--- config.mk ---
export PLATFORM = sky130hd
export DESIGN_NAME = alu
export DESIGN_NICKNAME = d
export VERILOG_FILES = /design/src/rtl/alu.sv
export SDC_FILE = /design/constraint.sdc
export NUM_CORES = 1
export LEC_CHECK = 0
export ABC_CLOCK_PERIOD_IN_PS = 1300
export CAP_MARGIN = 15
export CORE_MARGIN = 3
export CORE_UTILIZATION = 34
export CTS_BUF_LIST = sky130_fd_sc_hd__clkbuf_4
export DETAILED_ROUTE_END_ITERATION = 12
export GPL_ROUTABILITY_DRIVEN = 0
export GPL_TIMING_DRIVEN = 0
export MAX_ROUTING_LAYER = met4
export SKIP_LAST_GASP = 1
export SLEW_MARGIN = 20
export SYNTH_ARGS = -nofsm -noshare
export SYNTH_HDL_FRONTEND = slang
export SYNTH_SLANG_ARGS = --single-unit
--- constraint.sdc ---
create_clock -name clk -period 1.3 [get_ports clk]
set_clock_uncertainty 0.15 [all_clocks]
set_input_delay 0.26 -clock clk [delete_from_list [all_inputs] [get_ports clk]]
set_output_delay 0.26 -clock clk [all_outputs]
set_load 0.05 [all_outputs]
--- src/rtl/alu.sv ---
// ---------------------------------------------------------------------------
// alu -- registered WIDTH-bit arithmetic/logic unit
//
// Eight operations are selected by a 3-bit opcode. Each accepted input
// produces a result and four flags one clock later. This is the leaf
// datapath block that the sequencing logic uses for register-to-register
// operations.
//
// Ports
//   clk        in   1      rising-edge clock
//   rst_n      in   1      asynchronous, active-low reset
//   in_valid   in   1      a/b/s are sampled on a clk edge when 1
//   a          in   WIDTH  operand A
//   b          in   WIDTH  operand B (ignored by NOT/SHL/SHR)
//   s          in   3      opcode select
//   y          out  WIDTH  registered result
//   c          out  1      carry / borrow / shifted-out bit
//   z          out  1      result is zero
//   n          out  1      result MSB
//   v          out  1      signed overflow (ADD/SUB only)
//   out_valid  out  1      high for one cycle after each accepted input
// ---------------------------------------------------------------------------
module alu #(
    parameter int WIDTH = 4
) (
    input  logic             clk,
    input  logic             rst_n,
    input  logic             in_valid,
    input  logic [WIDTH-1:0] a,
    input  logic [WIDTH-1:0] b,
    input  logic [2:0]       s,
    output logic [WIDTH-1:0] y,
    output logic             c,
    output logic             z,
    output logic             n,
    output logic             v,
    output logic             out_valid
);

    typedef enum logic [2:0] {
        OP_ADD = 3'b000,
        OP_SUB = 3'b001,
        OP_AND = 3'b010,
        OP_OR  = 3'b011,
        OP_XOR = 3'b100,
        OP_NOT = 3'b101,
        OP_SHL = 3'b110,
        OP_SHR = 3'b111
    } op_e;

    localparam int MSB = WIDTH - 1;

    op_e              op;
    logic [WIDTH:0]   sum_ext;
    logic [WIDTH:0]   diff_ext;
    logic [WIDTH-1:0] result_next;
    logic             carry_next;
    logic             ovf_next;

    assign op = op_e'(s);

    // One extra bit on each side: bit WIDTH of the sum is the carry out,
    // bit WIDTH of the difference is set exactly when a < b (borrow).
    assign sum_ext  = {1'b0, a} + {1'b0, b};
    assign diff_ext = {1'b0, a} - {1'b0, b};

    always_comb begin
        result_next = '0;
        carry_next  = 1'b0;
        ovf_next    = 1'b0;
        case (op)
            OP_ADD: begin
                result_next = sum_ext[WIDTH-1:0];
                carry_next  = sum_ext[WIDTH];
                // Same-sign operands whose sum flips sign overflowed.
                ovf_next    = (a[MSB] == b[MSB]) && (sum_ext[MSB] != a[MSB]);
            end
            OP_SUB: begin
                result_next = diff_ext[WIDTH-1:0];
                carry_next  = diff_ext[WIDTH];
                // Opposite-sign operands whose difference leaves a's sign overflowed.
                ovf_next    = (a[MSB] != b[MSB]) && (diff_ext[MSB] != a[MSB]);
            end
            OP_AND: result_next = a & b;
            OP_OR:  result_next = a | b;
            OP_XOR: result_next = a ^ b;
            OP_NOT: result_next = ~a;
            OP_SHL: begin
                result_next = {a[WIDTH-2:0], 1'b0};
                carry_next  = a[MSB];
            end
            OP_SHR: begin
                result_next = {1'b0, a[WIDTH-1:1]};
                carry_next  = a[0];
            end
            default: begin
                result_next = '0;
                carry_next  = 1'b0;
                ovf_next    = 1'b0;
            end
        endcase
    end

    // Result and flags only move on an accepted input and otherwise hold.
    // out_valid simply follows in_valid, which gives one pulse per input.
    always_ff @(posedge clk or negedge rst_n) begin
        if (!rst_n) begin
            y         <= '0;
            c         <= 1'b0;
            z         <= 1'b0;
            n         <= 1'b0;
            v         <= 1'b0;
            out_valid <= 1'b0;
        end else begin
            out_valid <= in_valid;
            if (in_valid) begin
                y <= result_next;
                c <= carry_next;
                z <= (result_next == '0);
                n <= result_next[MSB];
                v <= ovf_next;
            end
        end
    end

endmodule

======== After elaboration in Yosys (flattened, before gate mapping) ========
Index checks and enable logic that the tools add are counted.
cells by class
  add/subtract/negate cells ............... 2
  equality and inequality tests ........... 11
  mux-type cells .......................... 3
  bitwise logic cells ..................... 4
  reduce and logical (&&, ||, !) cells .... 4
operator list
  cell                count
  $pmux 4 s8          1
  $eq 3x3->1 const B  4
  $eq 3x2->1 const B  2
  $add 4x4->5         1
  $sub 4x4->5         1
  $and 4x4->4         1
  $logic_not 4->1     1
  $not 4->4           1
  $or 4x4->4          1
  $pmux 1 s4          1
  $xor 4x4->4         1
  $eq 3x1->1 const B  1
  $logic_not 3->1     1
  $ne 1x1->1          3
  $logic_and 1x1->1   2
  $pmux 1 s2          1
  $eq 1x1->1          1
storage, ports and cells
  flip-flop bits (word level) ............. 9
  bits of input ports ..................... 14
  output and inout port bits .............. 9
  word-level logic and storage cells ...... 30

======== Logic depth before layout (Yosys ltp) ========
Gate-level depths: netlist of run 1.
  depth after elaboration ................. 4
  gate-level depth with buffers ........... 8
  depth with buffers taken out ............ 8

======== Least setup slack after synthesis of run 1 ========
OpenSTA, ideal clock, no wires.
  path kind ............................... input-to-reg
  from .................................... in a[0]
  to ...................................... reg z
  setup time .............................. 120 ps
  arrival time ............................ 1904 ps
  data required time ...................... 1030 ps
  setup slack ............................. -873 ps
  cell stages on the path ................. 8
  path buffers ............................ 0
  cells stage by stage .................... inv_1 > ha_1 > fa_1 > xor2_1 > o21ai_0 > mux4_2 > nor4b_1 > a31o_1
on the way
  word-level cells in the longest chain between the ends .. 3
  elaborated cells between the ends (all ways) .. 8
  classes of those cells .................. add/sub: 2; mux: 1; bitwise: 4; reduce/logical: 1
RTL lines
  item                                       RTL line  source
  start: declaration                         29        input logic [WIDTH-1:0] a,
  $sub 4x4->5, or another cell as far along  65        assign diff_ext = {1'b0, a} - {1'b0, b};
  $pmux 4 s8 *                               71        case (op)
  $logic_not 4->1 *                          119       z <= (result_next == '0);
  end signal: assignment                     119
  end: declaration                           34        output logic z,
Mark *: on every way between the ends. The rest lies on a longest branch, timed or not.
A chain may end at the register's enable or synchronous reset.

======== Worst setup path in the final report of run 1 ========
  from .................................... in a[0]
  to ...................................... reg y[2]
on the way
  word-level cells in the longest chain between the ends .. 2
  elaborated cells between the ends (all ways) .. 3
  classes of those cells .................. add/sub: 2; mux: 1
RTL lines
  item                                        RTL line  source
  $sub 4x4->5 or $add 4x4->5 (tied branches)  65, 64
  $pmux 4 s8 *                                71
  end signal: assignment                      117       y <= result_next;
  end: declaration                            32        output logic [WIDTH-1:0] y,
Marked as above.

==> summary.txt, run 1 <==
Worst setup path
  – Reg2reg end: y[1]
  – Setup CP Type: input pin to flop
  – FF-to-FF setup slack: 0.29 ns
  – Standard cell with the maximum stage delay on the critical path: mux4_2
  – Worst Setup Start Kind: input pin
  – Family with the most delay on the worst path: adder cells
  – Cell repeated most along the worst path: buf_4
  – Ordered cell list for the critical path: buf_12, inv_12, ha_4, fa_2, xor2_1, o21ai_1, mux4_2, buf_4, buf_4, a21oi_2
  – Worst path required time: 1.35 ns
  – CP endpoint kind: flop
  – Reg2Reg Depth: 2
  – Worst R2R Start: y[1]
  – Delay of the slowest cell on the worst path: 0.49 ns
  – WP buf/inv: 4
  – Arrival @ worst endpoint: 2.02 ns
  – Maximum fanout count along the critical path: 4

Synth
  – Syn avg cell area: 8.410 µm²
  – Mux contribution to synthesized area: 7.374%
  – Instance count of the mapped netlist: 115
  – Seq/Total Area, Yosys: 20.70%
  – Compound-cell area share of the yosys netlist: 20.83%
  – Yosys warns: 0
  – Xor-xnor portion of the synthesized cell area: 4.528%
  – Share of flip-flops with an asynchronous set or reset after synthesis: 100.0%
  – Top FF cell, synth: dfrtp_1
  – Combinational family with the most area after synthesis: compound AO/OA/AOI/OAI gates
  – Count of unique library cells instantiated by Yosys: 45
  – Netlist area before placement: 967.2 µm²
  – Count of flip-flops with a built-in enable after synthesis: 0
  – Net count after synthesis: 143
  – Synthesized-area fraction occupied by adder cells: 19.66%
  – Post-synthesis share of cell area spent on and, or, nand and nor gates: 16.69%
  – Post-synthesis sequential element count: 8

Layout
  – Synth-to-Final Area Change: 48.51%
  – Post-Layout Cell Count: 175
  – Proportion of layout cells with a drive suffix above 1: 46.21%
  – Footprint of the flip-flops and latches: 201.4 µm²
  – Antenna diode count: 0
  – Utilization of the core after routing: 55.46%
  – # fillers: 241
  – Most common cell after layout, fill and taps aside: clkbuf_4
  – Footprint of the multi-input gates: 814.5 µm²
  – Non-Filler Cell Area, Final: 1436 µm²
  – Layout net count: 174

Clock network
  – Clk Latency, worst-skew pair: 0.26 ns
  – CTS tree: yes
  – Number of H-tree levels: 1
  – Clock Sinks: 8
  – Largest buffer count on any clock path: 2
  – Clock transition at the register clock pins on the worst setup and hold paths after CTS: 0.06 ns
  – Root buffer cell: clkbuf_4
  – Num CTS Buffers: 3

Power
  – Power share of the combinational group: 54.2%
  – Reported net switching power: 0.0004654 W
  – Switching Share: 40.20%
  – Internal power: 0.0006922 W
  – Total Power: 0.001158 W
  – Power share of the sequential group: 25.5%
  – Power per Cell Area: 805.9 nW/µm²
  – Maximum vdd drop: 984.5 µV
  – Share of power burned in the clock network: 20.3%
  – LEAKAGE: 0.6501 nW

STA
  – Final worst slack: -0.6719 ns
  – Period minus WS final: 1.972 ns
  – Fmax achieved: 507.1 MHz
  – Number of failing hold endpoints at the final stage: 0
  – Final setup violating endpoints: 8
  – Tightest Pin Transition: 0.3739 ns
  – Final clock period utilization by the worst path: 151.7%
  – Max-Slew Margin vs Limit: 75.00%
  – Unrepaired setup endpoints after global routing: yes
  – Final Slew Violations: 0

Routing
  – DRC violation count after routing: 0
  – Average wire per cell in the routed design: 14.45 µm
  – Wire length after detailed routing: 2.529 mm
  – Number of search-and-repair iterations in the first detailed-routing pass: 4
  – Via count: 926
  – Number of nets with antenna violations after routing: 0
  – Post-DR vias/cell: 5.291
  – DR iter-0 viols: 24

Floorplanning
  – Width of the die: 59.34 µm
  – I/O pin count: 23
  – Area enclosed by the die boundary: 3521 µm²
  – Standard-cell row count: 18
  – DIE HEIGHT: 59.34 µm
  – Initial Util: 37.34%
  – Area of the placeable core: 2590 µm²

Outcome
  – Failing checks: setup timing
  – Outcome: finished, violations left

Placed design
  – Number of input and output port buffers inserted: 21
  – Worst setup timing slack at the placement stage: -1.705 ns
  – Post-DP HPWL: 1.874 mm
  – Post-placement cell count: 166
  – Cell Area, Placed: 1270 µm²

Global routing
  – Global route total overflow: 0
  – First-pass GRT wire length: 3.995 mm
  – GR Util All Layers: 15.08%
  – Number of antenna violations at the first check in global routing: 0
  – Vias in the first global route: 891
  – Maximum number of pins on one net before global-route repair: 11

Hold path
  – Type of the worst min-delay path: input pin to asynchronous set/reset pin

Run
  – Number of max-cap violations: 0
[cells by family (layout without fill, tap and decap cells)]
kind of cell / after synthesis / count (layout)
AND/OR/NAND/NOR: 31 / 31
AO/OA/AOI/OAI: 30 / 30
buffers and inverters: 22 / 52
adder cells (fa/ha/maj): 14 / 14
flip-flops: 8 / 8
XOR/XNOR: 5 / 5
multiplexers: 5 / 5
[registers in the layout (all words and copies together) (netlist names)]
register and flops:
v 1, z 1, c 1, out_valid 1, y 4
[worst max-delay path by stage]
stage / cells past startpoint / slack (ns) / startpoint / end
2_1_floorplan: 8 / -0.77 / a[0] / z
3_5_place_dp: 9 / -1.71 / a[0] / z
3_3_place_gp: 9 / -1.69 / a[0] / z
5_1_grt: 10 / -0.73 / a[0] / y[2]
6_report: 10 / -0.67 / a[0] / y[2]
4_1_cts: 9 / -0.72 / a[0] / z
[power by group through the flow]
stage / clock network, W / registers [W] / logic (W)
floorplan: 0 / 0.000400 / 0.000259
global placement: 0 / 0.000297 / 0.000536
detailed placement: 0 / 0.000298 / 0.000543
CTS: 0.000240 / 0.000293 / 0.000568
global route: 0.000251 / 0.000300 / 0.000672
finish: 0.000235 / 0.000296 / 0.000627
[per-stage QoR]
step | hold WS, ns | TNS, ns
floorplan | -0.1856 | -3.149
global placement | 0.3309 | -11.36
finish | 0.1243 | -3.116
global route | 0.1405 | -3.622
detailed placement | 0.3386 | -11.56
CTS | 0.1329 | -3.396
[cells in the mapped netlist, types with 2 or more instances]
library cell  count  area share, %
a21oi_1           4            2.1
a31oi_1           2            1.3
clkbuf_1          3            1.2
dfrtp_1           8             21
fa_1              2            4.1
ha_1             12             16
inv_1            13            5.0
mux2_2            3            3.5
nand2_1           6            2.3
nand3_1           3            1.6
nor2_1            8            3.1
nor2b_1           3            1.9
nor3b_1           2            1.6
o2111ai_1         2            1.8
o21a_1            2            1.6
o21ai_0           7            3.6
o22ai_1           3            1.9
or2_2             2            1.3
xnor2_1           4            3.6
[worst reg2reg max path: stages, from the launching register on]
cell     delay, ns
dfrtp_1       0.37
or2_2         0.27
o31a_1        0.11
[timing repair]
item                                    4_1_cts  5_1_grt
gates resized for setup                      94       26
hold buffers                                  0        0
endpoints found under the setup margin       16       13
buffers inserted                              3        4
pin swaps                                    10       14
cloned                                        0        0
[final cells by class]
cell class | instances | area share, %
plain buffers | 6 | 3.746
clock buffers | 4 | 2.091
inverters | 14 | 4.704
multi-input cells | 85 | 56.71
flip-flops and latches | 8 | 14.02
well taps | 30 | 2.613
repair buffers | 28 | 16.11
[layer usage]
metal  global-route usage [%]  up-vias  routed length (µm)
met4                    1.942        0                   0
met5                        -        -                   0
met1                    20.98      440                1168
met3                    3.704        0                 135
li1                         -      460                   -
met2                    22.62       26                1225
No activity file was read; power rests on OpenSTA's default activity.
==> inputs of run 2 (changes only) <==
Settings changed: CTS_BUF_LIST sky130_fd_sc_hd__clkbuf_4 to not set.
==> run 2 against run 1 <==
Compared with the run above:
- the run still ends with setup timing left
- worst hold slack hardly changed
- non-clock buffer count is the same
- die area is the same
- wire length is essentially flat
- flip-flop and latch count stayed put
- sequential share of layout area about the same
- total power down 1.8%
==> summary.txt, run 2 (synthesis gave the netlist of run 1 again) <==
Worst setup path
  – Setup CP Type: input pin to flop
  – Ordered cell list for the critical path: buf_12, inv_12, ha_4, fa_2, xor2_1, o21ai_1, mux4_2, buf_4, buf_4, a21oi_2
  – CP endpoint kind: flop
  – Worst R2R Start: y[1]
  – Arrival @ worst endpoint: 2.02 ns (about the same)
  – Standard cell with the maximum stage delay on the critical path: mux4_2
  – Cell repeated most along the worst path: buf_4
  – Delay of the slowest cell on the worst path: 0.49 ns (about the same)
  – Source of the critical timing path: a[0]
  – Maximum fanout count along the critical path: 4 (unchanged)
  – Worst path required time: 1.35 ns (about the same)
  – Worst Setup Start Kind: input pin

Routing
  – Average wire per cell in the routed design: 14.45 µm (about the same)
  – Number of search-and-repair iterations in the first detailed-routing pass: 4 (unchanged)
  – Post-DR vias/cell: 5.291 (unchanged)
  – DRC violation count after routing: 0 (unchanged)
  – Wire length after detailed routing: 2.528 mm (about the same)
  – Via count: 926 (unchanged)
  – DR iter-0 viols: 24 (unchanged)
  – Number of nets with antenna violations after routing: 0 (unchanged)

Placed design
  – Cell Area, Placed: 1270 µm² (unchanged)
  – Post-DP HPWL: 1.874 mm (unchanged)
  – Worst setup timing slack at the placement stage: -1.705 ns (unchanged)
  – Number of input and output port buffers inserted: 21 (unchanged)

Clock network
  – Clock transition at the register clock pins on the worst setup and hold paths after CTS: 0.06 ns (about the same)
  – Largest buffer count on any clock path: 2 (unchanged)
  – Root buffer cell: clkbuf_4
  – CTS tree: yes
  – Clock Sinks: 8 (unchanged)
  – Num CTS Buffers: 3 (unchanged)
  – Clk Latency, worst-skew pair: 0.26 ns (about the same)
  – Number of H-tree levels: 1 (unchanged)
  – CTS hold repair buffers: 0 (unchanged)

STA
  – Tightest Pin Transition: 0.3740 ns (+0.00009072 ns)
  – Unrepaired setup endpoints after global routing: yes
  – Fmax achieved: 507.1 MHz (about the same)
  – Max-Slew Margin vs Limit: 74.99% (about the same)
  – Min Hold Slack: 0.1246 ns (+0.0003220 ns)
  – Final setup violating endpoints: 8 (unchanged)
  – Final worst slack: -0.6721 ns (-0.0002500 ns)
  – Setup Total Neg Slack: -3.117 ns (-0.0008000 ns)
  – Period minus WS final: 1.972 ns (+0.0002500 ns)
  – Number of failing hold endpoints at the final stage: 0 (unchanged)
  – Final Slew Violations: 0 (unchanged)
  – Final clock period utilization by the worst path: 151.7% (about the same)

Global routing
  – Maximum number of pins on one net before global-route repair: 11 (unchanged)
  – Number of antenna violations at the first check in global routing: 0 (unchanged)
  – GR Util All Layers: 15.08% (unchanged)
  – First-pass GRT wire length: 3.995 mm (unchanged)
  – Global route total overflow: 0 (unchanged)
  – Vias in the first global route: 891 (unchanged)

Layout
  – Antenna diode count: 0 (unchanged)
  – Layout net count: 174 (unchanged)
  – Utilization of the core after routing: 55.31% (-0.14 points)
  – Proportion of layout cells with a drive suffix above 1: 45.52% (-0.69 points)
  – Flip-flop count of the largest register, all copies and words added: 4 (unchanged)
  – Register containing the most flip-flops in the final layout: y
  – Most common cell after layout, fill and taps aside: clkbuf_4
  – Synth-to-Final Area Change: 48.12%
  – Non-Filler Cell Area, Final: 1433 µm² (-0.26%)

Floorplanning
  – Standard-cell row count: 18 (unchanged)
  – I/O pin count: 23 (unchanged)
  – Width of the die: 59.34 µm (unchanged)
  – Area of the placeable core: 2590 µm² (unchanged)
  – DIE HEIGHT: 59.34 µm (unchanged)
  – Initial Util: 37.34% (unchanged)
  – Area enclosed by the die boundary: 3521 µm² (unchanged)

Outcome
  – Outcome: finished, violations left
  – Failing checks: setup timing

Run
  – Number of max-cap violations: 0 (unchanged)

Power
  – LEAKAGE: 0.6467 nW (-0.53%)
  – Power per Cell Area: 793.3 nW/µm² (-1.6%)
  – Reported net switching power: 0.0004651 W (about the same)
  – Power share of the combinational group: 55.2% (+1.0 points)
  – Switching Share: 40.93% (+0.72 points)
  – Share of power burned in the clock network: 18.8% (-1.5 points)
  – Power share of the sequential group: 26.0% (+0.5 points)
  – Maximum vdd drop: 978.0 µV (-0.67%)
  – Internal power: 0.0006714 W (-3.0%)

Hold path
  – Type of the worst min-delay path: input pin to asynchronous set/reset pin
[run 2: worst max-delay path, delay by kind of cell]
family	cells	cell delay, ns
muxes	1	0.49
adders and majority gates	2	0.50
buffers and inverters	4	0.42
AOI/OAI and AO/OA	2	0.19
xor gates and xnor gates	1	0.17
[run 2: what timing repair did]
| item | CTS | global route |
|---|---|---|
| endpoints found under the setup margin | 16 | 13 |
| gates resized for setup | 94 | 26 |
| pin swaps | 10 | 14 |
| buffers inserted | 3 | 4 |
[run 2: layout make-up]
cell class | instances | area (µm²)
inverters | 14 | 67.56
clock buffers | 4 | 26.28
fillers | 239 | 1157
repair buffers | 28 | 231.5
well taps | 30 | 37.54
plain buffers | 6 | 53.80
flip-flops and latches | 8 | 201.4
multi-input cells | 85 | 814.5
[run 2: power by group through the flow]
stage	Combinational, W	Clock, W	Sequential (W)
3_5_place_dp	0.000543	0	0.000298
5_1_grt	0.000672	0.000231	0.000300
6_report	0.000627	0.000214	0.000296
3_3_place_gp	0.000536	0	0.000297
2_1_floorplan	0.000259	0	0.000400
4_1_cts	0.000568	0.000219	0.000293
[run 2: final timing paths]
check	slack, ns	to	cells after the start
worst max register to register	0.29	y[1]	2
min in group clk	0.33	v	3
worst max-delay path	-0.67	y[2]	10
max in group asynchronous	0.59	y[3]	1
worst min register to register	0.35	c	1
worst min-delay path	0.12	y[2]	1
[run 2: routing by layer]
metal | wire [µm] | up-vias | part of all wire, % | GRT usage (%)
met5 | 0 | - | 0 | -
met4 | 0 | 0 | 0 | 1.942
met3 | 135 | 0 | 5.3 | 3.704
met2 | 1224 | 26 | 48 | 22.62
met1 | 1168 | 440 | 46 | 20.98
li1 | - | 460 | - | -
[run 2: through the flow]
step / power (W) / std cells
after detailed placement: 0.0008413 / 166
after floorplan: 0.0006592 / 115
after CTS: 0.001079 / 171
final: 0.001136 / 175
after global placement: 0.0008331 / 166
after global routing: 0.001203 / 175
==> inputs of run 3 (changes only) <==
Settings changed: MAX_ROUTING_LAYER met4 to not set.
==> run 3 against run 2 <==
Compared with the run above:
- the flow still finishes with violations (setup timing)
- setup slack better by 0.00071 ns
- first-iteration DRC count down 4.2%
- die area stayed put
- cell count is the same
- utilization unchanged
- sequential power about the same
- worst hold slack better by 0.0016 ns
- register-to-register slack is essentially flat
==> summary.txt, run 3 (synthesis gave the netlist of run 1 again) <==
Outcome
  – Outcome: finished, violations left
  – Failing checks: setup timing

Global routing
  – Busiest layer in global routing: met2
  – First-pass GRT wire length: 3.995 mm (unchanged)
  – M1 GR Usage: 20.98% (unchanged)
  – Global route total overflow: 0 (unchanged)
  – Global-route track usage on met3: 3.704% (unchanged)
  – Vias in the first global route: 890 (-0.11%)
  – GR Util All Layers: 14.65% (-0.43 points)
  – Fraction of met2 tracks used by global routing: 22.62% (unchanged)
  – Maximum number of pins on one net before global-route repair: 11 (unchanged)
  – Number of antenna violations at the first check in global routing: 0 (unchanged)

Floorplanning
  – Width of the die: 59.34 µm (unchanged)
  – Area of the placeable core: 2590 µm² (unchanged)
  – Area enclosed by the die boundary: 3521 µm² (unchanged)
  – Standard-cell row count: 18 (unchanged)
  – Initial Util: 37.34% (unchanged)
  – DIE HEIGHT: 59.34 µm (unchanged)
  – I/O pin count: 23 (unchanged)

Clock network
  – Clk Latency, worst-skew pair: 0.25 ns (about the same)
  – CTS hold repair buffers: 0 (unchanged)
  – Largest buffer count on any clock path: 2 (unchanged)
  – Clock Sinks: 8 (unchanged)
  – Number of H-tree levels: 1 (unchanged)
  – Root buffer cell: clkbuf_4
  – Clock transition at the register clock pins on the worst setup and hold paths after CTS: 0.06 ns (about the same)
  – CTS tree: yes
  – Num CTS Buffers: 3 (unchanged)

STA
  – Period minus WS final: 1.971 ns (-0.0007100 ns)
  – Unrepaired setup endpoints after global routing: yes
  – Tightest Pin Transition: 0.3755 ns (+0.001558 ns)
  – Max-Slew Margin vs Limit: 74.89% (-0.10 points)
  – Min Hold Slack: 0.1261 ns (+0.001557 ns)
  – Final worst slack: -0.6714 ns (+0.0007100 ns)
  – Number of failing hold endpoints at the final stage: 0 (unchanged)
  – Fmax achieved: 507.2 MHz (about the same)
  – Final clock period utilization by the worst path: 151.6% (about the same)
  – Final Slew Violations: 0 (unchanged)
  – Final setup violating endpoints: 8 (unchanged)

Worst setup path
  – Setup CP Type: input pin to flop
  – Worst path required time: 1.35 ns (about the same)
  – FF-to-FF setup slack: 0.29 ns (about the same)
  – Worst Setup Start Kind: input pin
  – Reg2reg end: y[1]
  – Reg2Reg Depth: 2 (unchanged)
  – Worst R2R Start: y[1]
  – Maximum fanout count along the critical path: 4 (unchanged)
  – Arrival @ worst endpoint: 2.02 ns (about the same)
  – Source of the critical timing path: a[0]
  – CP endpoint kind: flop

Placed design
  – Worst setup timing slack at the placement stage: -1.705 ns (unchanged)
  – Number of input and output port buffers inserted: 21 (unchanged)
  – Cell Area, Placed: 1270 µm² (unchanged)
  – Post-DP HPWL: 1.874 mm (unchanged)
  – Post-placement cell count: 166 (unchanged)

Power
  – Power per Cell Area: 792.2 nW/µm² (-0.13%)
  – LEAKAGE: 0.6467 nW (unchanged)
  – Total Power: 0.001135 W (-0.13%)
  – Maximum vdd drop: 975.2 µV (-0.28%)

Routing
  – Post-DR vias/cell: 5.326 (+0.65%)
  – Via count: 932 (+0.65%)
  – Average wire per cell in the routed design: 14.38 µm (-0.44%)
  – Number of search-and-repair iterations in the first detailed-routing pass: 6 (+2)
  – DR iter-0 viols: 23 (-4.2%)
  – Number of nets with antenna violations after routing: 0 (unchanged)
  – DRC violation count after routing: 0 (unchanged)
  – Wire length after detailed routing: 2.517 mm (-0.44%)

Layout
  – Post-Layout Cell Count: 175 (unchanged)
  – Non-Filler Cell Area, Final: 1433 µm² (unchanged)
  – Most common cell after layout, fill and taps aside: clkbuf_4
  – Flip-flop count of the largest register, all copies and words added: 4 (unchanged)
  – Proportion of layout cells with a drive suffix above 1: 45.52% (unchanged)
  – Register containing the most flip-flops in the final layout: y
  – Antenna diode count: 0 (unchanged)
  – Layout net count: 174 (unchanged)
  – Synth-to-Final Area Change: 48.12% (unchanged)

Run
  – Number of max-cap violations: 0 (unchanged)

Hold path
  – Type of the worst min-delay path: input pin to asynchronous set/reset pin
[run 3: cell counts in the layout (fill, tap and decap cells not counted)]
Identical to the previous run, type by type.
[run 3: worst max-delay path, stage by stage]
cell	delay [ns]
buf_12	0.10
inv_12	0.03
ha_4	0.15
fa_2	0.35
xor2_1	0.17
o21ai_1	0.07
mux4_2	0.49
buf_4	0.16
buf_4	0.13
a21oi_2	0.12
[run 3: worst max-delay path by stage]
| stage | to | slack (ns) |
|---|---|---|
| after global routing | y[2] | -0.73 |
| final | y[2] | -0.67 |
| after global placement | z | -1.69 |
| after floorplan | z | -0.77 |
| after detailed placement | z | -1.71 |
| after CTS | z | -0.72 |
[run 3: final cells by class]
class,instances,area [µm²]
inverters,14,67.56
flip-flops and latches,8,201.4
well taps,30,37.54
multi-input cells,85,814.5
fillers,239,1157
repair buffers,28,231.5
plain buffers,6,53.80
clock buffers,4,26.28
[run 3: routing by layer]
layer / routed length (µm) / vias to the layer above
met5: 0 / -
met4: 0 / 0
met3: 150 / 0
met2: 1219 / 29
met1: 1147 / 445
li1: - / 458
[run 3: where the power goes]
| group | switching, W | leakage [nW] | internal, W |
|---|---|---|---|
| registers | 0.0000166 | 0.0966 | 0.000279 |
| logic | 0.000352 | 0.535 | 0.000275 |
| clock network | 0.0000951 | 0.0150 | 0.000118 |
| total | 0.000464 | 0.647 | 0.000671 |
[run 3: through the flow]
stage          setup TNS [ns]  util (%)
6_report               -3.126     55.31
5_1_grt                -3.617     55.31
4_1_cts                -3.397     52.03
2_1_floorplan          -3.149         -
3_3_place_gp           -11.36     49.03
3_5_place_dp           -11.56     49.03
[run 3: what timing repair did]
item	in CTS	in global routing
pin swaps	10	14
setup buffers	3	4
setup endpoints to repair	16	13
resized for setup	94	26
==> edit, RTL diff (flow settings as in run 3) <==
Make the reset (`rst_n`) synchronous in one clocked block. Comments in the files are not updated.
--- a/src/rtl/alu.sv
+++ b/src/rtl/alu.sv
@@ -105,3 +105,3 @@
     // out_valid simply follows in_valid, which gives one pulse per input.
-    always_ff @(posedge clk or negedge rst_n) begin
+    always_ff @(posedge clk) begin
         if (!rst_n) begin
Behaviour: differs if rst_n is asserted again (counterexample within 4 cycles, from zero or initial values and one cycle with rst_n low); with rst_n held inactive, the same outputs for 10 cycles.
==> edit against run 3 <==
The run still ends with negative setup slack left; largest power group unchanged; wire length up 29%; non-clock buffer count up 22; sequential cell count unchanged; synthesized area up 9.8%; global-route usage up 3.4 points; total power up 2.6%; setup slack better by 200 ps; final area up 31%; die area up 8.8%.
==> edit: results (changes against run 3) <==
** Routing
- The met3 wirelength from detailed routing was 213 um (+42%).
- Routed signal wires occupy layers up through met4.
- The total routed wirelength came to 3249 um (+29%).
- Post-route met1 wirelength :: 1413 um (+23%)
- The total vias in the final route was 1157 (+24%).
- The detailed route wirelength on metal2 was 1612 um (+32%).
- The starting DRC count in detailed routing came to 46 (+100%).
- The number of iterations in the first detailed-routing pass is 5 (-1).

** Synth
- The area share of fa/ha/maj cells after synthesis came to 22.61% (+3.0 points).
- Post-synth ARST share :: 0% (-100 points)
- Leading register cell type out of synthesis :: sky130_fd_sc_hd__dfxtp_1
- The xor/xnor share of the synthesized area is 2.473% (-2.1 points).
- The number of unique standard cell types used by synthesis came to 49 (+8.9%).
- By count the netlist is led by 16 x sky130_fd_sc_hd__ha_1, 12 x sky130_fd_sc_hd__nor2_1, 11 x sky130_fd_sc_hd__inv_1, 9 x sky130_fd_sc_hd__a21oi_1, 8 x sky130_fd_sc_hd__dfxtp_1.

** Placed design
- Detailed placement HPWL :: 2155 um (+15%)
- Standard cell area after detailed placement :: 1451 um^2 (+14%)

** Timing
- Final-report setup violation count :: 7 (-1)
- The setup slack after layout is -468.4 ps (+203.0 ps).
- The actual slew at the worst max-slew pin was 265.7 ps (-109.9 ps).

** Global route
- The overall fraction of global-route tracks in use is 18.09% (+3.4 points).
- Met1 GRT Util :: 23.14% (+2.2 points)
- The via count of the first global-routing pass is 1119 (+26%).
- Met3 Use GR :: 5.372% (+1.7 points)

** Status
- Violations in the final reports :: negative setup slack
- Result of the run :: finished with violations

** Hold path
- The tightest min-delay check is of the flop to flop type.

** Clocking
- The number of gates given a new drive strength after cts was 145 (+54%).
- Post-CTS setup buffers :: 23 (+20)

** Finish
- The number of nets in the layout came to 219 (+26%).
edit: changes by cell type in the layout (fill, tap and decap cells not counted), sizes merged, moves of 3 or more:
cell | before | now
mux2 | 4 | 1
clkbuf | 12 | 8
nor2 | 8 | 13
dfrtp | 8 | 0
o22ai | 3 | 0
a211oi | 0 | 6
ha | 12 | 16
a21oi | 4 | 11
dfxtp | 0 | 8
buf | 20 | 48
edit: final cells by class:
cell class | instances | share of cell area [%]
Tap cell | 42 | 2.807
Clock buffer | 3 | 1.203
Multi-Input combinational cell | 105 | 56.35
Inverter | 13 | 4.278
Timing Repair Buffer | 50 | 23.33
Buffer | 6 | 3.409
Sequential cell | 8 | 8.623
edit: where the power goes:
part	leakage [nW]	internal (mW)	switching, mW
clock network	0.0138	0.106	0.0852
logic	0.714	0.343	0.361
registers	0.0661	0.262	0.00742
edit: final timing paths:
| check | start | endpoint | slack, ps | cells after the start |
|---|---|---|---|---|
| worst max-delay path | s[1] | z$_SDFFE_PN0P_ | -470 | 9 |
| worst min-delay path | v$_SDFFE_PN0P_ | v$_SDFFE_PN0P_ | 320 | 2 |
| worst max register to register | c$_SDFFE_PN0P_ | c$_SDFFE_PN0P_ | 450 | 2 |
| worst min register to register | v$_SDFFE_PN0P_ | v$_SDFFE_PN0P_ | 320 | 2 |
edit: critical path: stages:
cell                      delay, ps
sky130_fd_sc_hd__buf_12         110
sky130_fd_sc_hd__buf_6          110
sky130_fd_sc_hd__ha_4           160
sky130_fd_sc_hd__or3_4          380
sky130_fd_sc_hd__nor2_4         120
sky130_fd_sc_hd__a221o_1        170
sky130_fd_sc_hd__a21oi_2         70
sky130_fd_sc_hd__and3_1         190
sky130_fd_sc_hd__a31o_1         190
